$ cat config.mk
export PLATFORM = sky130hd
export DESIGN_NAME = contador_monitor
export DESIGN_NICKNAME = d
export VERILOG_FILES = /design/src/rtl/contador_pkg.sv /design/src/rtl/sat_counter.sv /design/src/rtl/contador_monitor.sv
export SDC_FILE = /design/constraint.sdc
export NUM_CORES = 1
export LEC_CHECK = 0
export CORE_MARGIN = 1
export CORE_UTILIZATION = 35
export DETAILED_ROUTE_END_ITERATION = 10
export PLACE_DENSITY = 0.59
export SLEW_MARGIN = 20
export SYNTH_ARGS = -nofsm -noshare
export SYNTH_HDL_FRONTEND = slang
export SYNTH_SLANG_ARGS = --single-unit
$ cat constraint.sdc
create_clock -name c -period 2.3 [get_ports c]
set_input_delay 0.46 -clock c [delete_from_list [all_inputs] [get_ports c]]
set_output_delay 0.46 -clock c [all_outputs]
set_load 0.02 [all_outputs]
$ cat src/rtl/contador_pkg.sv
// contador_pkg
// Definitions shared by the modulo-N counters and the sequence monitor.
//   state_t    : monitor tracking state (IDLE, HUNT, LOCKED)
//   next_count : successor of a count value on a 0..max wrapping bus
package contador_pkg;

  typedef enum logic [1:0] {
    IDLE   = 2'd0,  // no valid previous sample
    HUNT   = 2'd1,  // previous sample valid, counting correct steps
    LOCKED = 2'd2   // sequence confirmed
  } state_t;

  // Kept at 32 bits so callers of any bus width can share one definition.
  // They cast the result back to their own width.
  function automatic logic [31:0] next_count(input logic [31:0] prev,
                                             input logic [31:0] max_v);
    return (prev == max_v) ? 32'd0 : prev + 32'd1;
  endfunction

endpackage

$ cat src/rtl/sat_counter.sv
// sat_counter
// Saturating up-counter: counts inc pulses and holds at all-ones.
//   clk   : clock, rising edge
//   srst  : synchronous active-high clear
//   inc   : increment request for this edge
//   count : registered count value
module sat_counter #(
  parameter int W = 8
) (
  input  logic         clk,
  input  logic         srst,
  input  logic         inc,
  output logic [W-1:0] count
);

  logic [W-1:0] count_reg;

  always_ff @(posedge clk) begin
    if (srst) begin
      count_reg <= '0;
    end else if (inc && (count_reg != {W{1'b1}})) begin
      count_reg <= count_reg + W'(1);
    end
  end

  assign count = count_reg;

endmodule

$ cat src/rtl/contador_monitor.sv
// contador_monitor
// Checks that a count bus steps 0,1,...,MAX,0,... on every enabled edge.
//   c       : clock, rising edge
//   reset   : synchronous active-high reset
//   en      : sample i at this edge
//   i       : observed count value
//   locked  : sequence tracked for LOCK_N consecutive correct steps
//   err     : one-cycle pulse per violation seen while locked
//   err_cnt : saturating violation count
//   wraps   : MAX->0 steps seen while locked (wraps around)
//   last    : most recent in-range sample
module contador_monitor
  import contador_pkg::*;
#(
  parameter int WIDTH  = 4,
  parameter int MAX    = 9,
  parameter int LOCK_N = 2,
  parameter int CNT_W  = 8
) (
  input  logic             c,
  input  logic             reset,
  input  logic             en,
  input  logic [WIDTH-1:0] i,
  output logic             locked,
  output logic             err,
  output logic [CNT_W-1:0] err_cnt,
  output logic [CNT_W-1:0] wraps,
  output logic [WIDTH-1:0] last
);

  localparam logic [WIDTH-1:0] MAX_W = WIDTH'(MAX);
  // good never exceeds LOCK_N, so this width always holds it.
  localparam int GOOD_W = $clog2(LOCK_N + 1);

  state_t            state_reg;
  logic [WIDTH-1:0]  prev_reg;
  logic [GOOD_W-1:0] good_reg;
  logic [CNT_W-1:0]  wraps_reg;
  logic              err_reg;
  logic              locked_reg;

  logic [WIDTH-1:0]  exp_next;
  logic [31:0]       good_inc;
  logic              in_range;
  logic              match;
  logic              violation;

  assign exp_next  = WIDTH'(next_count(32'(prev_reg), 32'(MAX)));
  assign good_inc  = 32'(good_reg) + 32'd1;
  assign in_range  = (i <= MAX_W);
  assign match     = (i == exp_next);
  assign violation = en && (state_reg == LOCKED) && !match;

  always_ff @(posedge c) begin
    if (reset) begin
      state_reg  <= IDLE;
      prev_reg   <= '0;
      good_reg   <= '0;
      wraps_reg  <= '0;
      err_reg    <= 1'b0;
      locked_reg <= 1'b0;
    end else begin
      err_reg <= 1'b0;
      if (en) begin
        case (state_reg)
          IDLE: begin
            // Out-of-range codes are ignored until a usable sample arrives.
            if (in_range) begin
              prev_reg  <= i;
              good_reg  <= '0;
              state_reg <= HUNT;
            end
          end
          HUNT: begin
            if (!in_range) begin
              state_reg <= IDLE;
            end else if (match) begin
              prev_reg <= i;
              good_reg <= GOOD_W'(good_inc);
              if (good_inc == 32'(LOCK_N)) begin
                state_reg  <= LOCKED;
                locked_reg <= 1'b1;
              end
            end else begin
              // Resynchronise on the new value without flagging an error.
              prev_reg <= i;
              good_reg <= '0;
            end
          end
          LOCKED: begin
            if (match) begin
              prev_reg <= i;
              // A match after MAX can only be 0, so this is the wrap step.
              if (prev_reg == MAX_W) begin
                wraps_reg <= wraps_reg + CNT_W'(1);
              end
            end else begin
              err_reg    <= 1'b1;
              locked_reg <= 1'b0;
              good_reg   <= '0;
              if (in_range) begin
                prev_reg  <= i;
                state_reg <= HUNT;
              end else begin
                state_reg <= IDLE;
              end
            end
          end
          default: begin
            state_reg  <= IDLE;
            locked_reg <= 1'b0;
          end
        endcase
      end
    end
  end

  sat_counter #(
    .W(CNT_W)
  ) u_err_cnt (
    .clk   (c),
    .srst  (reset),
    .inc   (violation),
    .count (err_cnt)
  );

  assign locked = locked_reg;
  assign err    = err_reg;
  assign wraps  = wraps_reg;
  assign last   = prev_reg;

endmodule

==> results.json, run 1 <==
{
  "start_kind": "flip-flop",
  "yosysTopAreaCellShare_pct": 33.7,
  "syn_inst": 183,
  "ys_seq_area_share_pct": 33.7,
  "grt_antenna_before_repair": 0,
  "slew_headroom_pct": 73.6,
  "place_ws_ns": -0.358,
  "globalplace.congestion": 0.830,
  "outcome": "completed",
  "synth_edf_count": 0,
  "synth_area_um2": 1550,
  "grt_first_pass_wirelength_mm": 6.07,
  "post_dp_cell_area_um2": 2030,
  "period_share_pct": 95.9,
  "drive_above_1_share_pct": 19.7,
  "arrival_ns": 2.42,
  "clockBufferDepth": 2,
  "async_reset_ff_share_pct": 0,
  "wl_mm": 3.64,
  "drc": 0,
  "drtIter0Drc": 53,
  "power_density_nw_per_um2": 437,
  "maxCapViolations": 0,
  "synth.area.top_cells": "dfxtp_1 34%, mux2i_1 4.5%, nor2_1 3.9%, a21oi_1 3.2%, nand2b_1 3.2%",
  "fin_cells": 284,
  "min_path_type": "flip-flop to flip-flop",
  "hpwlAfterDp_mm": 2.66,
  "cts_made_buffers": 3,
  "grt_usage_pct": 17.2,
  "finish.utilization_pct": 51.8,
  "final.setup.tns_ns": 0,
  "final_common_cell": "clkdlybuf4s50_1",
  "start_util_pct": 37.6,
  "synth_seq_cells": 26,
  "final_max_slew_viol_count": 0,
  "cp_max_fo": 9,
  "rows": 23,
  "cts_hold_buf": 0,
  "fin_skew_ns": 0.00245,
  "worst_ep_required_time_ns": 2.51,
  "cts_tree": "yes",
  "syn_to_final_growth_pct": 37.9,
  "report.final.setup_viol": 0,
  "design_area_um2": 2130,
  "clkSlewWorstSetupHoldPaths_ns": 0.09,
  "insertion_delay_ns": 0.27,
  "grt_pass1_vias": 1432,
  "peakVddDrop_uv": 189,
  "grt_max_degree": 35,
  "wire_per_inst_um": 12.8,
  "synth_area_per_cell_um2": 8.45,
  "drtPass1Iterations": 4,
  "ys_warn_count": 0,
  "rsz0062_at_grt": "false",
  "die_h_um": 68.5,
  "port_buffers": 28,
  "hold_viol_final": 0,
  "num_io_pins": 29,
  "placed_cells": 277,
  "nets": 246,
  "die_w_um": 68.5,
  "vias": 1487,
  "synth_ff_type": "dfxtp_1",
  "setup_ws_ns": 0.0940,
  "core_area_um2": 4120,
  "syn_nets": 193,
  "crit_type": "flip-flop to flip-flop",
  "cts_num_sinks": 26,
  "dieArea_um2": 4690,
  "final_cell_mix": "27 x clkdlybuf4s50_1, 25 x buf_4, 23 x dfxtp_1",
  "fmax_mhz": 453,
  "reg2reg_setup_slack_ns": 0.09,
  "n_antenna_cell": 0,
  "p_total_uw": 932,
  "viasPerCell": 5.24,
  "cts_max_level": 1,
  "synth_area_leader_cell": "dfxtp_1",
  "end_kind": "flip-flop",
  "p_leak_nw": 0.801,
  "fin_crit_ns": 2.21,
  "grt-ovfl-total": 0,
  "root_buffer": "clkbuf_8",
  "synth.distinct_cells": 50,
  "worst_slew_pin_slew_ns": 0.386,
  "fin_hold_ws_ns": 0.474,
  "antenna_left": 0
}
[path summary, 6_finish.rpt]
kind,start,to,depth (start not counted)
worst min-delay path,locked,locked,2
worst min register to register,locked,locked,2
worst max register to register,last[1],wraps[4],6
worst max-delay path,last[1],wraps[4],6
[worst max-delay path, stage by stage (launching register included)]
cell and delay (ns):
dfxtp_4 0.39, and2b_1 0.19, o21a_1 0.18, or3_4 0.38
a211o_1 0.31, or4_4 0.53, a21oi_2 0.15
[final cells by class]
type / count / area [um^2]
clock buffer: 3 / 41.3
tap: 50 / 62.6
inverter: 7 / 26.3
multi-input combinational: 144 / 996
sequential: 26 / 529
fill: 397 / 1980
timing repair buffer: 54 / 478
[logic make-up (layout without fill, tap and decap cells)]
group,count (synthesis),in the layout,share of synthesized area [%]
compound gates,41,41,19.7
xor+xnor,4,4,2.27
fa+ha+maj,3,3,2.43
buf+inv,13,64,3.24
flops,26,26,33.7
mux,12,12,8.17
simple gates,84,84,30.6
[metal layers]
metal / global-route usage [%] / share of wire (%) / vias to the layer above
li1: - / - / 772
met1: 22.1 / 49 / 675
met2: 28.6 / 45 / 34
met3: 3.17 / 4.6 / 6
met4: 5.99 / 1.5 / 0
met5: 0 / 0 / -
[repair_timing]
action	CTS	global route
resized for setup	2	7
setup endpoints to repair	1	8
cloned	0	1
buffers inserted	3	0
pin swaps	2	3
[power breakdown]
| part | total (mW) | switching, mW | internal, mW |
|---|---|---|---|
| sequential | 0.487 | 0.0220 | 0.465 |
| combinational | 0.184 | 0.0916 | 0.0921 |
| clock | 0.261 | 0.144 | 0.118 |
[synth_stat cells (2+ instances only)]
cell and count:
mux2i_1 7, o31ai_1 4, or4_1 2, nor4_1 3, nor2b_1 6, or2b_1 3, o21a_1 3, nand2b_1 8
dfxtp_1 26, nand4_1 3, o41ai_1 2, nand3b_1 4, and2_1 2, nor3_1 7, nor2_1 16, clkbuf_1 5
and3_1 5, inv_1 7, mux2_1 2, ha_1 3, nand3_1 9, mux2_2 3, o21ai_0 7, xnor2_1 3
a21oi_1 10, nand2_1 9
(Power assumes the default switching activity.)
==> run 2: changes to the inputs <==
--- a/config.mk
+++ b/config.mk
@@ -9,6 +9,7 @@
 export CORE_UTILIZATION = 35
 export DETAILED_ROUTE_END_ITERATION = 10
 export PLACE_DENSITY = 0.59
+export SKIP_LAST_GASP = 1
 export SLEW_MARGIN = 20
 export SYNTH_ARGS = -nofsm -noshare
 export SYNTH_HDL_FRONTEND = slang
==> results of run 2 <==
Final layout, timing and power as in run 1 (identical DEF).
==> run 3: changes to the inputs <==
--- a/config.mk
+++ b/config.mk
@@ -9,6 +9,7 @@
 export CORE_UTILIZATION = 35
 export DETAILED_ROUTE_END_ITERATION = 10
 export PLACE_DENSITY = 0.59
+export SETUP_SLACK_MARGIN = 0.2
 export SKIP_LAST_GASP = 1
 export SLEW_MARGIN = 20
 export SYNTH_ARGS = -nofsm -noshare
==> run 3 against run 2 <==
  * Non-clock buffer count up 2
  * First-iteration DRC count down 36%
  * Cell count up 1.1%
  * Sequential power about the same
  * Clock-buffer cell count up 1
  * Setup slack better by 0.084 ns
  * Register-to-register slack better by 0.08 ns
  * Total power up 4.1%
  * Combinational power about the same
  * Fmax up 4.0%
  * Core utilization up 1.3 points
==> results.json, run 3 (synthesis results as in run 1) <==
{
  "maxCapViolations": 0,
  "min_path_type": "flip-flop to flip-flop",
  "viasPerCell": 5.33,
  "cts_tree": "yes",
  "globalplace.congestion": 0.809,
  "vias": 1531,
  "final_cell_mix": "27 x clkdlybuf4s50_1, 26 x buf_4, 22 x dfxtp_1",
  "crit_type": "flip-flop to flip-flop",
  "wire_per_inst_um": 12.6,
  "drive_above_1_share_pct": 21.5,
  "rsz0062_at_grt": "true",
  "outcome": "completed",
  "p_switching_uw": 258,
  "cp-endpoint": "wraps[6]",
  "port_buffers": 28,
  "cts_made_buffers": 3,
  "dieArea_um2": 4690,
  "pwr-share-comb_pct": 19.2,
  "hold_viol_final": 0,
  "end_kind": "flip-flop",
  "die_w_um": 68.5,
  "reg2reg_to": "wraps[6]",
  "grt_usage_pct": 17.0,
  "hpwlAfterDp_mm": 2.61,
  "placed_cells": 277,
  "wl_mm": 3.60,
  "design_area_um2": 2190,
  "final_max_slew_viol_count": 0,
  "cts_hold_buf": 0,
  "drtIter0Drc": 34,
  "cts_num_sinks": 26,
  "arrival_ns": 2.29,
  "swShare_pct": 26.6,
  "internal_power_uw": 713,
  "seq_power_share_pct": 50.0,
  "antenna_left": 0,
  "worst_slew_pin_slew_ns": 0.345,
  "fin_crit_ns": 2.12,
  "report.final.setup_viol": 0,
  "cp_max_fo": 7,
  "finish.utilization_pct": 53.1,
  "n_antenna_cell": 0,
  "p_leak_nw": 0.822,
  "clockBufferDepth": 2,
  "power_density_nw_per_um2": 444,
  "cts_max_level": 1,
  "drc": 0,
  "num_io_pins": 29,
  "worstSetupStartpoint": "last[1]",
  "fin_skew_ns": 0.00744,
  "reg2reg_setup_slack_ns": 0.18,
  "syn_to_final_growth_pct": 41.3,
  "slew_headroom_pct": 77.0,
  "rows": 23,
  "final.setup.tns_ns": 0,
  "p_clk_share_pct": 30.8,
  "core_area_um2": 4120,
  "grt_max_degree": 34,
  "grt-ovfl-total": 0,
  "reg2regPathDepth": 8,
  "insertion_delay_ns": 0.27,
  "p_total_uw": 971,
  "r2r_start": "last[1]",
  "start_kind": "flip-flop",
  "grt_first_pass_wirelength_mm": 6.03,
  "grt_pass1_vias": 1420,
  "final_common_cell": "clkdlybuf4s50_1",
  "post_dp_cell_area_um2": 2040,
  "start_util_pct": 37.6,
  "root_buffer": "clkbuf_8",
  "peakVddDrop_uv": 260,
  "fin_cells": 287,
  "grt_antenna_before_repair": 0,
  "clkSlewWorstSetupHoldPaths_ns": 0.10,
  "nets": 248,
  "die_h_um": 68.5,
  "fmax_mhz": 471,
  "worst_ep_required_time_ns": 2.47,
  "drtPass1Iterations": 4,
  "period_share_pct": 92.2
}
[run 3: cell types whose count changed in the layout (fill, tap and decap cells not counted), sizes merged]
cell | before | now
buf | 26 | 28
clkbuf | 3 | 4
[run 3: worst min path at each step]
stage,start,to,slack [ns],cells past startpoint
floorplan,good_reg[1],good_reg[1],0.47,2
detailed placement,locked,locked,0.46,2
finish,locked,locked,0.47,2
CTS,locked,locked,0.48,2
global placement,locked,locked,0.45,2
global route,locked,locked,0.50,2
[run 3: per-layer routing]
metal  routed length (um)  GRT usage, %
met1                 1720          20.8
met2                 1720          30.0
met3                  130          2.83
met4                   42          5.47
met5                    0             0
[run 3: power groups by stage]
| stage | logic, mW | registers [mW] | clock network, mW |
|---|---|---|---|
| global route | 0.211 | 0.488 | 0.330 |
| CTS | 0.186 | 0.485 | 0.315 |
| floorplan | 0.102 | 0.495 | 0 |
| global placement | 0.171 | 0.495 | 0 |
| detailed placement | 0.173 | 0.496 | 0 |
| finish | 0.186 | 0.485 | 0.299 |
[run 3: critical path, stage by stage (launching register included)]
cell and delay (ns):
dfxtp_4 0.38, and2b_1 0.19, o21a_1 0.18, or3_4 0.38
a211o_1 0.32, buf_4 0.15, buf_6 0.11, o31ai_4 0.23
a21oi_1 0.09
[run 3: cell type report]
type                    count  area, um^2
fillers                   384        1930
multi-input cells         144        1010
flip-flops and latches     26         533
repair buffers             56         497
well taps                  50        62.6
clock buffers               4        55.1
inverters                   7        26.3
[run 3: per-stage QoR]
step                      hold slack, ns  setup slack [ns]
after floorplan                    0.468             0.140
after global placement             0.455            -0.288
after detailed placement           0.463            -0.328
after CTS                          0.478             0.182
after global routing               0.505            0.0927
final                              0.473             0.178
[run 3: what timing repair did]
item / in CTS / in global routing
gates cloned: 0 / 0
gates resized for setup: 6 / 5
buffers inserted: 6 / 0
pin swaps: 7 / 1
setup endpoints to repair: 19 / 21
hold endpoints to repair: 0 / 0
